## config.mk

```make
export PLATFORM = sky130hd
export DESIGN_NAME = traffic_phase_ctrl
export DESIGN_NICKNAME = d
export VERILOG_FILES = /design/src/rtl/traffic_pkg.sv /design/src/rtl/traffic_tick_gen.sv /design/src/rtl/traffic_phase_ctrl.sv
export SDC_FILE = /design/constraint.sdc
export NUM_CORES = 1
export LEC_CHECK = 0
export BUFFER_PORTS_ARGS = -buffer_cell sky130_fd_sc_hd__clkbuf_2
export CAP_MARGIN = 20
export CORE_MARGIN = 8
export CORE_UTILIZATION = 40
export CTS_BUF_LIST = sky130_fd_sc_hd__clkbuf_2 sky130_fd_sc_hd__clkbuf_4 sky130_fd_sc_hd__clkbuf_8
export CTS_CLUSTER_SIZE = 40
export DETAILED_ROUTE_END_ITERATION = 10
export GPL_TIMING_DRIVEN = 0
export PLACE_DENSITY = 0.62
export SYNTH_ARGS = -nofsm -noshare
export SYNTH_HDL_FRONTEND = slang
export SYNTH_SLANG_ARGS = --single-unit
```

## constraint.sdc

```tcl
create_clock -name i_clk -period 4.3 [get_ports i_clk]
set_input_delay 0.43 -clock i_clk [delete_from_list [all_inputs] [get_ports i_clk]]
set_output_delay 0.43 -clock i_clk [all_outputs]
set_load 0.05 [all_outputs]
```

## src/rtl/traffic_pkg.sv

```systemverilog
// Shared types and default timings for the intersection phase scheduler.
// Phase encodings are fixed because they appear on the debug phase output.
package traffic_pkg;

  typedef enum logic [2:0] {
    MAIN_G  = 3'd0,
    MAIN_Y  = 3'd1,
    ALL_RED = 3'd2,
    PED     = 3'd3,
    SIDE_G  = 3'd4,
    SIDE_Y  = 3'd5
  } phase_t;

  typedef struct packed {
    logic r;
    logic y;
    logic g;
  } road_lamp_t;

  typedef struct packed {
    road_lamp_t main_l;
    road_lamp_t side_l;
    logic       walk;
  } lamps_t;

  localparam int DEF_CLK_HZ       = 24_000_000;
  localparam int DEF_GREEN_MAIN_S = 30;
  localparam int DEF_GREEN_SIDE_S = 15;
  localparam int DEF_YELLOW_S     = 3;
  localparam int DEF_ALLRED_S     = 2;
  localparam int DEF_PED_S        = 10;

  // Unused encodings fall back to all-red so no road ever sees a stray green.
  function automatic lamps_t lamps_of(input phase_t p);
    lamps_t l;
    l = '0;
    case (p)
      MAIN_G:  begin l.main_l.g = 1'b1; l.side_l.r = 1'b1; end
      MAIN_Y:  begin l.main_l.y = 1'b1; l.side_l.r = 1'b1; end
      SIDE_G:  begin l.side_l.g = 1'b1; l.main_l.r = 1'b1; end
      SIDE_Y:  begin l.side_l.y = 1'b1; l.main_l.r = 1'b1; end
      PED:     begin l.main_l.r = 1'b1; l.side_l.r = 1'b1; l.walk = 1'b1; end
      default: begin l.main_l.r = 1'b1; l.side_l.r = 1'b1; end
    endcase
    return l;
  endfunction

endpackage

```

## src/rtl/traffic_tick_gen.sv

```systemverilog
// Prescaler producing a one-cycle strobe every DIV clocks; o_tick_now marks
// the edge on which the strobe register rises, so users can act on that edge.
module traffic_tick_gen #(
  parameter int DIV = 24_000_000
) (
  input  logic i_clk,
  input  logic i_reset,
  output logic o_tick_now,
  output logic o_tick
);

  localparam int W = (DIV > 1) ? $clog2(DIV) : 1;
  localparam logic [W-1:0] LAST = W'(DIV - 1);

  logic [W-1:0] r_cnt;
  logic         r_tick;

  assign o_tick_now = (r_cnt == LAST);
  assign o_tick     = r_tick;

  always_ff @(posedge i_clk or negedge i_reset) begin
    if (!i_reset) begin
      r_cnt  <= '0;
      r_tick <= 1'b0;
    end else begin
      r_cnt  <= o_tick_now ? '0 : r_cnt + 1'b1;
      r_tick <= o_tick_now;
    end
  end

endmodule

```

## src/rtl/traffic_phase_ctrl.sv

```systemverilog
// Two-road intersection phase scheduler with all-red clearance.
// Define TRAFFIC_PED_EN to include the pedestrian crossing phase.
module traffic_phase_ctrl
  import traffic_pkg::*;
#(
  parameter int CLK_HZ       = DEF_CLK_HZ,
  parameter int GREEN_MAIN_S = DEF_GREEN_MAIN_S,
  parameter int GREEN_SIDE_S = DEF_GREEN_SIDE_S,
  parameter int YELLOW_S     = DEF_YELLOW_S,
  parameter int ALLRED_S     = DEF_ALLRED_S,
  parameter int PED_S        = DEF_PED_S
) (
  input  logic       i_clk,
  input  logic       i_reset,
  input  logic       i_side_req,
  input  logic       i_ped_req,
  output logic       o_main_r,
  output logic       o_main_y,
  output logic       o_main_g,
  output logic       o_side_r,
  output logic       o_side_y,
  output logic       o_side_g,
  output logic       o_ped_walk,
  output logic       o_ped_ack,
  output logic       o_sec_tick,
  output logic [2:0] o_phase
);

  if (GREEN_MAIN_S < 1 || GREEN_MAIN_S > 255 || GREEN_SIDE_S < 1 || GREEN_SIDE_S > 255 ||
      YELLOW_S < 1 || YELLOW_S > 255 || ALLRED_S < 1 || ALLRED_S > 255 ||
      PED_S < 1 || PED_S > 255) begin : g_bad_duration
    $error("traffic_phase_ctrl: duration parameters must be in 1..255");
  end

  localparam logic [7:0] GM_LAST = 8'(GREEN_MAIN_S - 1);
  localparam logic [7:0] GS_LAST = 8'(GREEN_SIDE_S - 1);
  localparam logic [7:0] Y_LAST  = 8'(YELLOW_S - 1);
  localparam logic [7:0] AR_LAST = 8'(ALLRED_S - 1);
  localparam logic [7:0] P_LAST  = 8'(PED_S - 1);
  localparam lamps_t RESET_LAMPS = lamps_of(ALL_RED);

  logic       w_tick_now;
  logic       w_ped_pend;
  phase_t     w_state_d;
  phase_t     w_nxt_d;
  phase_t     r_state;
  phase_t     r_nxt;
  logic [7:0] r_sec_cnt;
  lamps_t     r_lamps;

  traffic_tick_gen #(.DIV(CLK_HZ)) u_tick (
    .i_clk      (i_clk),
    .i_reset    (i_reset),
    .o_tick_now (w_tick_now),
    .o_tick     (o_sec_tick)
  );

  // Next-state decode; durations are measured in whole ticks via r_sec_cnt.
  always_comb begin
    w_state_d = r_state;
    w_nxt_d   = r_nxt;
    if (w_tick_now) begin
      case (r_state)
        MAIN_G: if (r_sec_cnt >= GM_LAST && (i_side_req || w_ped_pend)) w_state_d = MAIN_Y;
        MAIN_Y: if (r_sec_cnt == Y_LAST) begin
          w_state_d = ALL_RED;
          w_nxt_d   = w_ped_pend ? PED : SIDE_G;
        end
`ifdef TRAFFIC_PED_EN
        PED: if (r_sec_cnt == P_LAST) begin
          w_state_d = ALL_RED;
          w_nxt_d   = i_side_req ? SIDE_G : MAIN_G;
        end
`endif
        SIDE_G: if (r_sec_cnt == GS_LAST) w_state_d = SIDE_Y;
        SIDE_Y: if (r_sec_cnt == Y_LAST) begin
          w_state_d = ALL_RED;
          w_nxt_d   = MAIN_G;
        end
        ALL_RED: if (r_sec_cnt == AR_LAST) w_state_d = r_nxt;
        default: begin
          w_state_d = ALL_RED;
          w_nxt_d   = MAIN_G;
        end
      endcase
    end
  end

  always_ff @(posedge i_clk or negedge i_reset) begin
    if (!i_reset) begin
      r_state   <= ALL_RED;
      r_nxt     <= MAIN_G;
      r_sec_cnt <= '0;
      r_lamps   <= RESET_LAMPS;
    end else begin
      r_state <= w_state_d;
      r_nxt   <= w_nxt_d;
      r_lamps <= lamps_of(w_state_d);
      if (w_tick_now) begin
        if (w_state_d != r_state) r_sec_cnt <= '0;
        else if (r_sec_cnt != 8'hFF) r_sec_cnt <= r_sec_cnt + 8'd1;
      end
    end
  end

`ifdef TRAFFIC_PED_EN
  logic w_enter_ped;
  logic r_ped_pend;
  logic r_ped_ack;

  assign w_enter_ped = (w_state_d == PED) && (r_state != PED);
  assign w_ped_pend  = r_ped_pend;
  assign o_ped_walk  = r_lamps.walk;
  assign o_ped_ack   = r_ped_ack;

  // A press sampled on the entry edge survives the clear and stays pending.
  always_ff @(posedge i_clk or negedge i_reset) begin
    if (!i_reset) begin
      r_ped_pend <= 1'b0;
      r_ped_ack  <= 1'b0;
    end else begin
      r_ped_pend <= i_ped_req | (r_ped_pend & ~w_enter_ped);
      r_ped_ack  <= w_enter_ped;
    end
  end
`else
  logic w_unused_ped;
  assign w_unused_ped = i_ped_req ^ r_lamps.walk;
  assign w_ped_pend   = 1'b0;
  assign o_ped_walk   = 1'b0;
  assign o_ped_ack    = 1'b0;
`endif

  assign o_main_r = r_lamps.main_l.r;
  assign o_main_y = r_lamps.main_l.y;
  assign o_main_g = r_lamps.main_l.g;
  assign o_side_r = r_lamps.side_l.r;
  assign o_side_y = r_lamps.side_l.y;
  assign o_side_g = r_lamps.side_l.g;
  assign o_phase  = r_state;

endmodule

```

# [Word level (Yosys, flattened, before mapping)]
# Cells that the tools add are included.
[word_totals] elab_cells=58 mem_bits_rw=0 ff_bits=46 mem_bits_ro=0 output_inout_bits=12 in_bits=4 n_memories=0 latch_bits=0
[classes] muxes=18 div=0 order_cmp=1 reduce_logical=10 mul=0 n_bitwise=1 add_sub_neg=2 shift=0 n_eq_ne=15
[ops] cell="25-bit by 1-bit adder with 25-bit output (second input constant)" n=1
[ops] cell="25-bit equality test (second input constant)" n=1
[ops] cell="25-bit two-way mux" n=1
[ops] cell="3-bit two-way mux" n=7
[ops] cell="8-bit two-way mux" n=2
[ops] cell="3-bit equality test (second input constant)" n=4
[ops] cell="3-bit one-hot mux with 4 select lines" n=1
[ops] cell="3-bit one-hot mux with 3 select lines" n=1
[ops] cell="8-bit by 1-bit adder with 8-bit output (second input constant)" n=1
[ops] cell="8-bit by 1-bit equality test with 1-bit output (second input constant)" n=1
[ops] cell="8-bit by 2-bit equality test with 1-bit output (second input constant)" n=1
[ops] cell="8-bit by 4-bit equality test with 1-bit output (second input constant)" n=1
[ops] cell="8-bit by 5-bit >= comparator with 1-bit output (second input constant)" n=1
[ops] cell="8-bit != test (second input constant)" n=1
[ops] cell="3-bit by 1-bit equality test with 1-bit output (second input constant)" n=2
[ops] cell="3-bit logical NOT" n=2
[ops] cell="1-bit two-way mux" n=6
[ops] cell="2-bit OR reduction" n=3
[ops] cell="2-bit != test (second input constant)" n=2
[ops] cell="4-bit AND reduction" n=1
[ops] cell="3-bit by 2-bit equality test with 1-bit output (second input constant)" n=1
[ops] cell="3-bit != test" n=1
[ops] cell="3-bit OR reduction" n=1
[ops] cell="2-bit AND reduction" n=1
[ops] cell="3 further kinds" n=3

# [Depth between registers and ports, before layout]
# Gate-level depths: netlist of run 1.
[depth] word_depth=8 ltp_mapped=9 ltp_nobuf=7

# [By module]
# A second synthesis of run 1 with hierarchy kept.
[hier_totals] hier_cells=231 area_unflattened_um2=2326.0
[by_module_without_submodules] mod="traffic_tick_gen" seq_area_each_um2=650.6 cells_each=119 n_inst=1 area_each_um2=1268.7
[by_module_without_submodules] mod="traffic_phase_ctrl" seq_area_each_um2=454.2 cells_each=112 n_inst=1 area_each_um2=1057.3

# [Least setup slack after synthesis of run 1]
# Ideal clock, no wire load.
[synth_path] path_kind="reg2reg" from="reg r_state[0] (netlist: o_phase[0])" to="reg r_sec_cnt[6]" synth_period_minus_slack_ps=2004 setup_time_ps=73 path_buffers=2 required_ps=4227 path_slack_ps=2296 stages_incl_launch_ff=8 arrival_ps=1931 path_cell_list="dfrtp_1 buf_2 nor4bb_1 a32o_1 nor4_4 buf_6 o22ai_2 a21oi_2"
[synth_via] elab_chain_len=7 word_cells_on_any_way=16 cone_classes="eq/ne (5); mux (7); reduce/logical (4)"
[synth_rtl] element="start, declared" line="traffic_phase_ctrl.sv:46" rtl="phase_t r_state;"
[synth_rtl] element="start signal, assigned" line="traffic_phase_ctrl.sv:96" rtl="r_state <= w_state_d;"
[synth_rtl] element="3-bit equality test or 3-bit by 1-bit equality test with 1-bit output (tied branches)" line="traffic_phase_ctrl.sv:63" rtl="case (r_state)"
[synth_rtl] element="2-bit OR reduction (no source line)"
[synth_rtl] element="3-bit one-hot mux with 4 select lines" line="traffic_phase_ctrl.sv:63"
[synth_rtl] element="3-bit two-way mux" line="traffic_phase_ctrl.sv:62" rtl="if (w_tick_now) begin"
[synth_rtl] element="3-bit != test *" line="traffic_phase_ctrl.sv:100" rtl="if (w_state_d != r_state) r_sec_cnt <= '0;"
[synth_rtl] element="2-bit nonzero test (no source line)"
[synth_rtl] element="2-bit AND reduction (no source line)"
[synth_rtl] element="end signal, assigned" line="traffic_phase_ctrl.sv:101" rtl="else if (r_sec_cnt != 8'hFF) r_sec_cnt <= r_sec_cnt + 8'd1;"
[synth_rtl] element="end, declared" line="traffic_phase_ctrl.sv:48" rtl="logic [7:0] r_sec_cnt;"
# Mark *: on every way between the ends. The rest lies on a longest branch, timed or not.
# A chain may end at the register's enable or synchronous reset.

# [Worst setup path in the final report of run 1]
[layout_path] from="reg u_tick.r_cnt[0]" to="reg r_sec_cnt[5]"
[layout_via] elab_chain_len=5 word_cells_on_any_way=6 cone_classes="eq/ne (2); mux (2); reduce/logical (2)"
[layout_rtl] element="start, declared" line="traffic_tick_gen.sv:15" rtl="logic [W-1:0] r_cnt;"
[layout_rtl] element="start signal, assigned" line="traffic_tick_gen.sv:26" rtl="r_cnt <= o_tick_now ? '0 : r_cnt + 1'b1;"
[layout_rtl] element="25-bit equality test *" line="traffic_tick_gen.sv:18" rtl="assign o_tick_now = (r_cnt == LAST);"
[layout_rtl] element="3-bit two-way mux" line="traffic_phase_ctrl.sv:62"
[layout_rtl] element="3-bit != test" line="traffic_phase_ctrl.sv:100"
[layout_rtl] element="2-bit nonzero test (no source line)"
[layout_rtl] element="2-bit AND reduction (no source line)"
# Marks and branches as above.

==> qor.yml, run 1 <==
cts_hold_buffers: 0
avgSynthCellArea_um2: 10.3
viasPerCell: 5.39
met1_usage: 0.162
yosys.area.top_type_share: 0.435
r2r_cells: 9
ios: 16
busiest_layer: "met2"
cts_resized: 0
r2r_end: "r_sec_cnt[5]"
route.detailed.drc: 0
synth_area_um2: 2360
rsz0062_at_grt: "no"
synth_cell_types: 48
seq_area_frac_synth: 0.468
cts_setup_buffers: 0
synth_edf_count: 0
drv_cap: 0
fin_crit_sh: 0.512
period_needed_ns: 2.20
max_freq_ghz: 0.454
ys.flop_type: "dfrtp_1"
grt_antenna_before_repair: 0
h-tree-depth: 2
die_h_um: 92.8
synth-warning-count: 0
status: "completed"
cp-start-kind: "flop"
post_dp_cell_area_um2: 2540
cp_max_fo: 10
path_cells: "ha_1 -> and2_1 -> nand4_1 -> or2_1 -> buf_4 -> inv_4 -> buf_4 -> o2111ai_1 -> nand3_1"
drive_gt1_frac: 0.188
hold_path.class: "in -> async"
reg2reg_slack_ns: 2.10
synthTopCellsByArea: "dfrtp_1 (43%), xnor2_1 (4.8%), nand3_1 (3.8%)"
start_util: 0.406
clockBufferDepth: 2
p_per_area_nw_per_um2: 286
core_um2: 5820
critPathKind: "reg -> reg"
p_leak_nw: 1.22
rows: 28
grt_pass1_vias: 1708
slew_violations: 0
cp.required_ns: 4.53
nNetsFinal: 258
cp_slowest_stage_delay_ns: 0.45
tritoncts: "done"
grt_first_pass_wirelength_um: 8480
detail_route.first_pass.iterations: 4
overflow: 0
die-area_um2: 8610
multiInputGateArea_um2: 1140
setup_viol: 0
worstReg2RegStart: "u_tick.r_cnt[0]"
vias: 1751
drt_iter0_markers: 134
critical_path_arrival_ns: 2.43
slowest_stage: "dfrtp_1"
grtUsageMet2: 0.188
dpl.hpwl_um: 3430
hold_viol: 0
register_area_um2: 1100
synth_top_area_cell: "dfrtp_1"
route.antenna.remaining_nets: 0
insertedDiodeCount: 0
stdcell_area_um2: 2650
gr-usage-met3: 0.0267
routedWlPerCell_um: 14.7
syn-instance-count: 228
fillers: 567
cts_root_buffer: "clkbuf_8"
clk_latency_ns: 0.29
cts_sinks: 44
area_growth_pct: 12.2
port_buffers: 12
grt_usage: 0.121
tns_ns: 0
drt-total-wl_um: 4780
vdd_drop_max_uv: 195
cp_common_cell: "buf_4"
critPathCaptureType: "flop"
grt_max_degree: 30
numCtsBuffers: 5
synth_seq_cells: 44
clk_pin_slew_worst_paths_ns: 0.08
place_congestion: 0.793
async_reset_ff_frac: 1.00
final.setup_skew_ns: 0.00536
die_w_um: 92.8
[Yosys cell counts, types with 4 or more instances]
master / number
a21oi_1: 5
and2_1: 4
and3_1: 6
and4_1: 5
buf_4: 5
dfrtp_1: 41
ha_1: 5
inv_1: 9
nand2_1: 13
nand3_1: 18
nand4_1: 8
nor2_1: 20
nor3_1: 7
nor4_1: 4
o2111ai_1: 5
xnor2_1: 13
xor2_1: 8
[metal layers]
metal  vias up  routed length [um]
li1        867                   -
met1       850                2230
met2        30                2320
met3         4                 166
met4         0                  70
met5         -                   0
[cell usage in the layout (no fill, tap or decap), types with 6 or more instances in the layout]
cell type and count:
xnor2_1 13, nand4_1 8, nor3_1 7, clkbuf_2 12
nand3_1 18, xor2_1 8, inv_1 9, dfrtp_1 41
nor2_1 20, and3_1 6, nand2_1 13
[worst max-delay path by stage]
stage,from,endpoint,slack [ns],cells past startpoint
2_1_floorplan,o_phase[0],r_sec_cnt[6],2.30,7
3_3_place_gp,u_tick.r_cnt[0],r_sec_cnt[5],2.13,9
3_5_place_dp,u_tick.r_cnt[0],r_sec_cnt[5],2.13,9
4_1_cts,u_tick.r_cnt[0],r_sec_cnt[5],2.11,9
5_1_grt,u_tick.r_cnt[0],r_sec_cnt[2],1.94,9
6_report,u_tick.r_cnt[0],r_sec_cnt[5],2.10,9
[per-stage QoR]
step / util / power, mW / std cells / setup slack (ns) / hold slack (ns)
global route: 0.455 / 0.790 / 325 / 1.94 / 0.0746
finish: 0.455 / 0.759 / 325 / 2.10 / 0.0632
global placement: 0.433 / 0.445 / 316 / 2.13 / 0.454
detailed placement: 0.436 / 0.447 / 317 / 2.13 / 0.394
floorplan: - / 0.435 / 229 / 2.30 / 0.134
CTS: 0.455 / 0.766 / 325 / 2.11 / 0.0711
[logic make-up (layout without fill, tap and decap cells)]
family	Yosys count	in the layout	synth area share
AOI/OAI and AO/OA	35	35	0.121
xor gates and xnor gates	21	21	0.0779
adders and majority gates	5	5	0.0265
buffers and inverters	20	41	0.0488
DFF	44	44	0.468
muxes	1	1	0.00424
other	1	2	0.00159
and+or+nand+nor	101	101	0.251
[state kept, by name, summed over array words and instances, names as in the netlist]
signal         count
o_main_g           1
o_side_g           1
u_tick.o_tick      1
o_side_r           1
o_main_r           1
r_nxt              1
u_tick.r_cnt      25
o_phase            3
r_sec_cnt          8
o_main_y           1
o_side_y           1
[layout make-up]
class | count | share of cell area
Multi-Input combinational cell | 165 | 0.432
Sequential cell | 44 | 0.417
Tap cell | 75 | 0.0354
Timing Repair Buffer | 13 | 0.0302
Clock buffer | 6 | 0.0288
Buffer | 10 | 0.0283
Inverter | 10 | 0.0151
Clock inverter | 2 | 0.0132
[report_power, final]
group | internal (mW) | switching [mW] | total, mW
sequential | 0.413 | 0 | 0.413
combinational | 0.00841 | 0.0165 | 0.0249
clock | 0.179 | 0.141 | 0.320
[critical path: cells and delay by family (launching register included)]
kind            cells  cell delay (ns)
simple gates        4             0.84
buf+inv             3             0.49
flops               1             0.45
fa+ha+maj           1             0.24
compound gates      1             0.12
(Power assumes the default switching activity.)
==> inputs of run 2 (changes only) <==
- clock period: 4.3 -> 2.31 ns (I/O delays scaled with it)
==> qor.yml, run 2 (synthesis gave the netlist of run 1 again) <==
start_util: 0.406  # unchanged
placedCellCount: 317  # unchanged
grtUsageMet2: 0.186  # was 0.188
critical_path_arrival_ns: 2.35  # was 2.43 ns
cts_sinks: 44  # unchanged
critPathCaptureType: "flop"  # unchanged
clockBufferDepth: 2  # unchanged
stdcell_area_um2: 2670  # was 2650 um2
critPathKind: "reg -> reg"  # unchanged
post_dp_cell_area_um2: 2540  # unchanged
grt_usage: 0.122  # was 0.121
insertedDiodeCount: 0  # unchanged
p_per_area_nw_per_um2: 531  # was 286 nW/um2
startpoint: "u_tick.r_cnt[16]"  # was u_tick.r_cnt[0]
clk_pin_slew_worst_paths_ns: 0.08  # about the same
rsz0062_at_grt: "no"  # unchanged
busiest_layer: "met2"  # unchanged
ios: 16  # unchanged
status: "completed"  # unchanged
hold_viol: 0  # unchanged
dpl.hpwl_um: 3430  # unchanged
h-tree-depth: 2  # unchanged
fin_crit_sh: 0.919  # was 0.512
cts_root_buffer: "clkbuf_8"  # unchanged
gr-usage-met3: 0.0267  # unchanged
tritoncts: "done"  # unchanged
overflow: 0  # unchanged
worstReg2RegStart: "u_tick.r_cnt[16]"  # was u_tick.r_cnt[0]
cp_max_fo: 10  # unchanged
max_freq_ghz: 0.471  # was 0.454 GHz
detail_route.first_pass.iterations: 4  # unchanged
setup_viol: 0  # unchanged
route.detailed.drc: 0  # unchanged
seqPwrFrac: 0.544  # was 0.545
viasPerCell: 5.35  # was 5.39
clkPwrFrac: 0.422  # about the same
slew_violations: 0  # unchanged
layout_common_cells: "dfrtp_1 (41), nor2_1 (20), nand3_1 (18)"  # unchanged
p_leak_nw: 1.22  # about the same
layout_commonest_cell: "dfrtp_1"  # unchanged
grt_max_degree: 30  # unchanged
final.setup_skew_ns: 0.00588  # was 0.00536 ns
clk_latency_ns: 0.29  # about the same
vdd_drop_max_uv: 363  # was 195 uV
drt-total-wl_um: 4810  # was 4780 um
dp_slack_ns: 0.144  # was 2.13 ns
grt_pass1_vias: 1710  # was 1708
routedWlPerCell_um: 14.7  # about the same
largest-register: "u_tick.r_cnt"  # unchanged
port_buffers: 12  # unchanged
met1_usage: 0.164  # was 0.162
drv_cap: 0  # unchanged
hold_path.class: "in -> async"  # unchanged
largest_register_ffs: 25  # unchanged
vias: 1750  # was 1751
route.antenna.remaining_nets: 0  # unchanged
place_congestion: 0.793  # unchanged
cp-start-kind: "flop"  # unchanged
period_needed_ns: 2.12  # was 2.20 ns
die_w_um: 92.8  # unchanged
fin_cells: 327  # was 325
die_h_um: 92.8  # unchanged
area_growth_pct: 13.0  # was 12.2%
core_um2: 5820  # unchanged
p_sw_mw: 0.295  # was 0.158 mW
rows: 28  # unchanged
reg2reg_slack_ns: 0.19  # was 2.10 ns
fin_ws_ns: 0.187  # was 2.10 ns
grt_first_pass_wirelength_um: 8510  # was 8480 um
switching_share: 0.209  # was 0.208
cts_resized: 0  # unchanged
grt_antenna_before_repair: 0  # unchanged
intPower_mw: 1.12  # was 0.601 mW
cp.required_ns: 2.54  # was 4.53 ns
die-area_um2: 8610  # unchanged
tns_ns: 0  # unchanged
drt_iter0_markers: 129  # was 134
combPwrFrac: 0.034  # was 0.033
drive_gt1_frac: 0.190  # was 0.188
nNetsFinal: 260  # was 258
numCtsBuffers: 5  # unchanged
[run 2: timing repair]
item | 4_1_cts | 5_1_grt
hold endpoints to repair | 15 | 0
hold buffers | 1 | 0
buffers inserted | 0 | 1
endpoints found under the setup margin | 0 | 12
[run 2: final timing paths]
check	endpoint	cells after the start
worst max-delay path	r_sec_cnt[5]	8
worst min-delay path	u_tick.r_cnt[7]	2
worst max register to register	r_sec_cnt[5]	8
worst min register to register	u_tick.r_cnt[8]	1
max in group asynchronous	o_main_r	3
min in group i_clk	u_tick.r_cnt[8]	1
[run 2: power by group through the flow]
stage | combinational [mW] | sequential (mW) | clock (mW)
floorplan | 0.0241 | 0.785 | 0
global placement | 0.0434 | 0.785 | 0
detailed placement | 0.0481 | 0.785 | 0
CTS | 0.0496 | 0.770 | 0.608
global route | 0.0536 | 0.770 | 0.649
finish | 0.0478 | 0.770 | 0.597
[run 2: per-layer routing]
layer  wire [um]  share of wire  vias up
met5           0              0        -
met4          71          0.015        0
met3         149          0.031        4
met2        2350           0.49       27
met1        2240           0.47      848
li1            -              -      871
[run 2: through the flow]
| step | hold slack [ns] | util | power (mW) |
|---|---|---|---|
| floorplan | -0.0646 | - | 0.809 |
| global placement | 0.454 | 0.433 | 0.828 |
| detailed placement | 0.195 | 0.436 | 0.833 |
| CTS | 0.412 | 0.457 | 1.43 |
| global route | 0.435 | 0.458 | 1.47 |
| finish | 0.403 | 0.458 | 1.41 |
[run 2: critical path: stages, from the launching register on]
cell	delay (ns)
dfrtp_1	0.44
nor4_1	0.32
nand4_1	0.28
or2_1	0.29
buf_4	0.18
inv_4	0.11
buf_4	0.20
o2111ai_1	0.12
nand3_1	0.11
[run 2: layout make-up]
type,count,area (um2)
clock inverters,2,35.0
inverters,10,40.0
repair buffers,15,97.6
flip-flops and latches,44,1100
well taps,75,93.8
multi-input cells,165,1140
plain buffers,10,75.1
fillers,566,3150
clock buffers,6,76.3
==> inputs of run 3 (changes only) <==
- BUFFER_PORTS_ARGS: -buffer_cell sky130_fd_sc_hd__clkbuf_2 -> -buffer_cell sky130_fd_sc_hd__buf_2
- SYNTH_HIERARCHICAL: default -> 1
==> qor.yml, run 3 <==
start_util: 0.417  # was 0.406
busiest_layer: "met2"  # unchanged
violations: "negative setup slack"
gr-usage-met3: 0.0318  # was 0.0267
relSlewSlack: 0.535
whs_ns: 0.407  # was 0.403 ns
layout_common_cells: "dfrtp_1 (36), nor2_1 (17), a21oi_1 (17)"  # was dfrtp_1 (41), nor2_1 (20), nand3_1 (18)
max_freq_ghz: 0.432  # was 0.471 GHz
cp-start-kind: "flop"  # unchanged
status: "finished with violations"  # was completed
avgSynthCellArea_um2: 10.1  # was 10.3 um2
tritoncts: "done"  # unchanged
ys.flop_type: "dfrtp_1"  # unchanged
vias: 1824  # was 1750
clockBufferDepth: 2  # unchanged
synth_top_area_cell: "dfrtp_1"  # unchanged
die_h_um: 92.3  # was 92.8 um
area_growth_pct: 20.2  # was 13.0%
synth_top_family_by_area: "simple AND/OR/NAND/NOR gates"  # unchanged
register_area_um2: 1110  # was 1100 um2
stdcell_area_um2: 2800  # was 2670 um2
syn-instance-count: 231  # was 228
detail_route.first_pass.iterations: 4  # unchanged
synth_compound_area_frac: 0.120  # was 0.121
grt_antenna_before_repair: 0  # unchanged
synth_common_cells: "dfrtp_1 (41), nand3_1 (18), a21oi_1 (17), nor2_1 (17), o21ai_0 (12)"  # was dfrtp_1 (41), nor2_1 (20), nand3_1 (18)
p_per_area_nw_per_um2: 461  # was 531 nW/um2
numCtsBuffers: 5  # unchanged
async_reset_ff_frac: 1.00  # unchanged
yosys.area_share.simple: 0.252  # was 0.251
met1_usage: 0.163  # was 0.164
overflow: 0  # unchanged
yosys-mux-area-fraction: 0.0307  # was 0.00424
ios: 16  # unchanged
multiInputGateArea_um2: 1240  # was 1140 um2
rows: 27  # was 28
grt_max_degree: 45  # was 30
fillers: 523  # was 566
setup_viol: 1  # was 0
synthTopCellsByArea: "dfrtp_1 (44%), nand3_1 (3.9%), a21oi_1 (3.7%)"  # was dfrtp_1 (43%), xnor2_1 (4.8%), nand3_1 (3.8%)
cp.required_ns: 2.55  # was 2.54 ns
synthAdderAreaFrac: 0.0269  # was 0.0265
tns_ns: -0.00690  # was 0 ns
slew_violations: 0  # unchanged
cts_sinks: 44  # unchanged
die-area_um2: 8510  # was 8610 um2
rsz0062_at_grt: "yes"  # was no
p_leak_nw: 1.21  # was 1.22 nW
critPathCaptureType: "flop"  # unchanged
route.antenna.remaining_nets: 0  # unchanged
routedWlPerCell_um: 14.2  # was 14.7 um
viasPerCell: 5.40  # was 5.35
largest-register: "u_tick/r_cnt"  # was u_tick.r_cnt
critPathKind: "reg -> reg"  # unchanged
period_needed_ns: 2.32  # was 2.12 ns
final.setup_skew_ns: 0.00753  # was 0.00588 ns
die_w_um: 92.3  # was 92.8 um
synth_edf_count: 0  # unchanged
insertedDiodeCount: 0  # unchanged
drv_cap: 0  # unchanged
finalPower_mw: 1.29  # was 1.41 mW
vdd_drop_max_uv: 274  # was 363 uV
route.detailed.drc: 0  # unchanged
grt_usage: 0.118  # was 0.122
layout_commonest_cell: "dfrtp_1"  # unchanged
core_um2: 5570  # was 5820 um2
h-tree-depth: 2  # unchanged
drt_iter0_markers: 80  # was 129
critical_path_arrival_ns: 2.55  # was 2.35 ns
synth_area_um2: 2330  # was 2360 um2
dpl.hpwl_um: 3120  # was 3430 um
fin_crit_sh: 1.00  # was 0.919
synth-warning-count: 6  # was 0
fin_ws_ns: -0.00690  # was 0.187 ns
synth_most_common_cell: "dfrtp_1"  # unchanged
clk_latency_ns: 0.29  # about the same
grtUsageMet2: 0.173  # was 0.186
largest_register_ffs: 25  # unchanged
synth_xor_area_frac: 0.0602  # was 0.0779
post-route-util: 0.501  # was 0.458
worst_pin_slew_ns: 0.691
synth_seq_cells: 44  # unchanged
drt-total-wl_um: 4800  # was 4810 um
hold_path.class: "in -> async"  # unchanged
nNetsFinal: 274  # was 260
grt_first_pass_wirelength_um: 8290  # was 8510 um
seq_area_frac_synth: 0.475  # was 0.468
drive_gt1_frac: 0.274  # was 0.190
grt_pass1_vias: 1738  # was 1710
yosys.area.top_type_share: 0.441  # was 0.435
cts_root_buffer: "clkbuf_8"  # unchanged
post_dp_cell_area_um2: 2530  # was 2540 um2
place_congestion: 0.790  # was 0.793
clk_pin_slew_worst_paths_ns: 0.08  # about the same
port_buffers: 12  # unchanged
hold_viol: 0  # unchanged
synth_cell_types: 52  # was 48
cp_max_fo: 8  # was 10
run 3: logic make-up (layout without fill, tap and decap cells):
logic type,after synthesis,after routing
buffers and inverters,16,50
AO/OA/AOI/OAI,46,46
AND/OR/NAND/NOR,97,97
adder cells (fa/ha/maj),5,5
multiplexers,6,6
other,1,2
XOR/XNOR,16,16
flip-flops,44,44
run 3: power breakdown:
part | leakage [nW] | switching [mW] | internal (mW) | total [mW]
logic | 0.612 | 0.0229 | 0.00823 | 0.0312
registers | 0.551 | 0 | 0.770 | 0.770
clock network | 0.0491 | 0.253 | 0.236 | 0.489
run 3: path summary, 6_finish.rpt:
check                                  from                to  slack, ns  cells after the start
max reg2reg                u_tick/r_cnt[23]      r_sec_cnt[0]     -0.007                     10
min in group i_clk         u_tick/r_cnt[24]  u_tick/r_cnt[24]       0.49                      1
min reg2reg                u_tick/r_cnt[24]  u_tick/r_cnt[24]       0.49                      1
min                                 i_reset  u_tick/r_cnt[14]       0.41                      2
max                        u_tick/r_cnt[23]      r_sec_cnt[0]     -0.007                     10
max in group asynchronous           i_reset   u_tick/r_cnt[4]       1.42                      3
run 3: cell type report:
cell class,instances,area share
Multi-Input combinational cell,172,0.443
Sequential cell,44,0.397
Timing Repair Buffer,27,0.0671
Tap cell,72,0.0322
Clock buffer,7,0.0300
Buffer,6,0.0166
Inverter,9,0.0121
Clock inverter,1,0.00179
run 3: stage by stage:
stage / cells / setup slack (ns)
2_1_floorplan: 232 / -0.0119
3_3_place_gp: 316 / -0.382
3_5_place_dp: 316 / -0.374
4_1_cts: 332 / -0.0530
5_1_grt: 338 / -0.0965
6_report: 338 / -0.00690
run 3: what timing repair did:
item | 4_1_cts | 5_1_grt
hold buffers | 0 | 1
buffers inserted | 9 | 4
endpoints found under the setup margin | 16 | 13
gates resized for setup | 6 | 11
pin swaps | 8 | 6
hold endpoints to repair | 0 | 13
run 3: layer usage:
layer,up-vias,routed length (um),share of wire
met4,0,74,0.015
li1,909,-,-
met3,8,163,0.034
met2,19,2130,0.44
met5,-,0,0
met1,888,2430,0.51
run 3: critical path, cell delays in order (launching register included):
cell and delay, ns:
dfrtp_1 0.41, nor4bb_4 0.35, nand3_2 0.13, nor3_4 0.26, buf_6 0.17, nand2b_1 0.06, a32oi_1 0.19, and3_1 0.19
mux2_4 0.19, and3_4 0.19, mux2_4 0.13
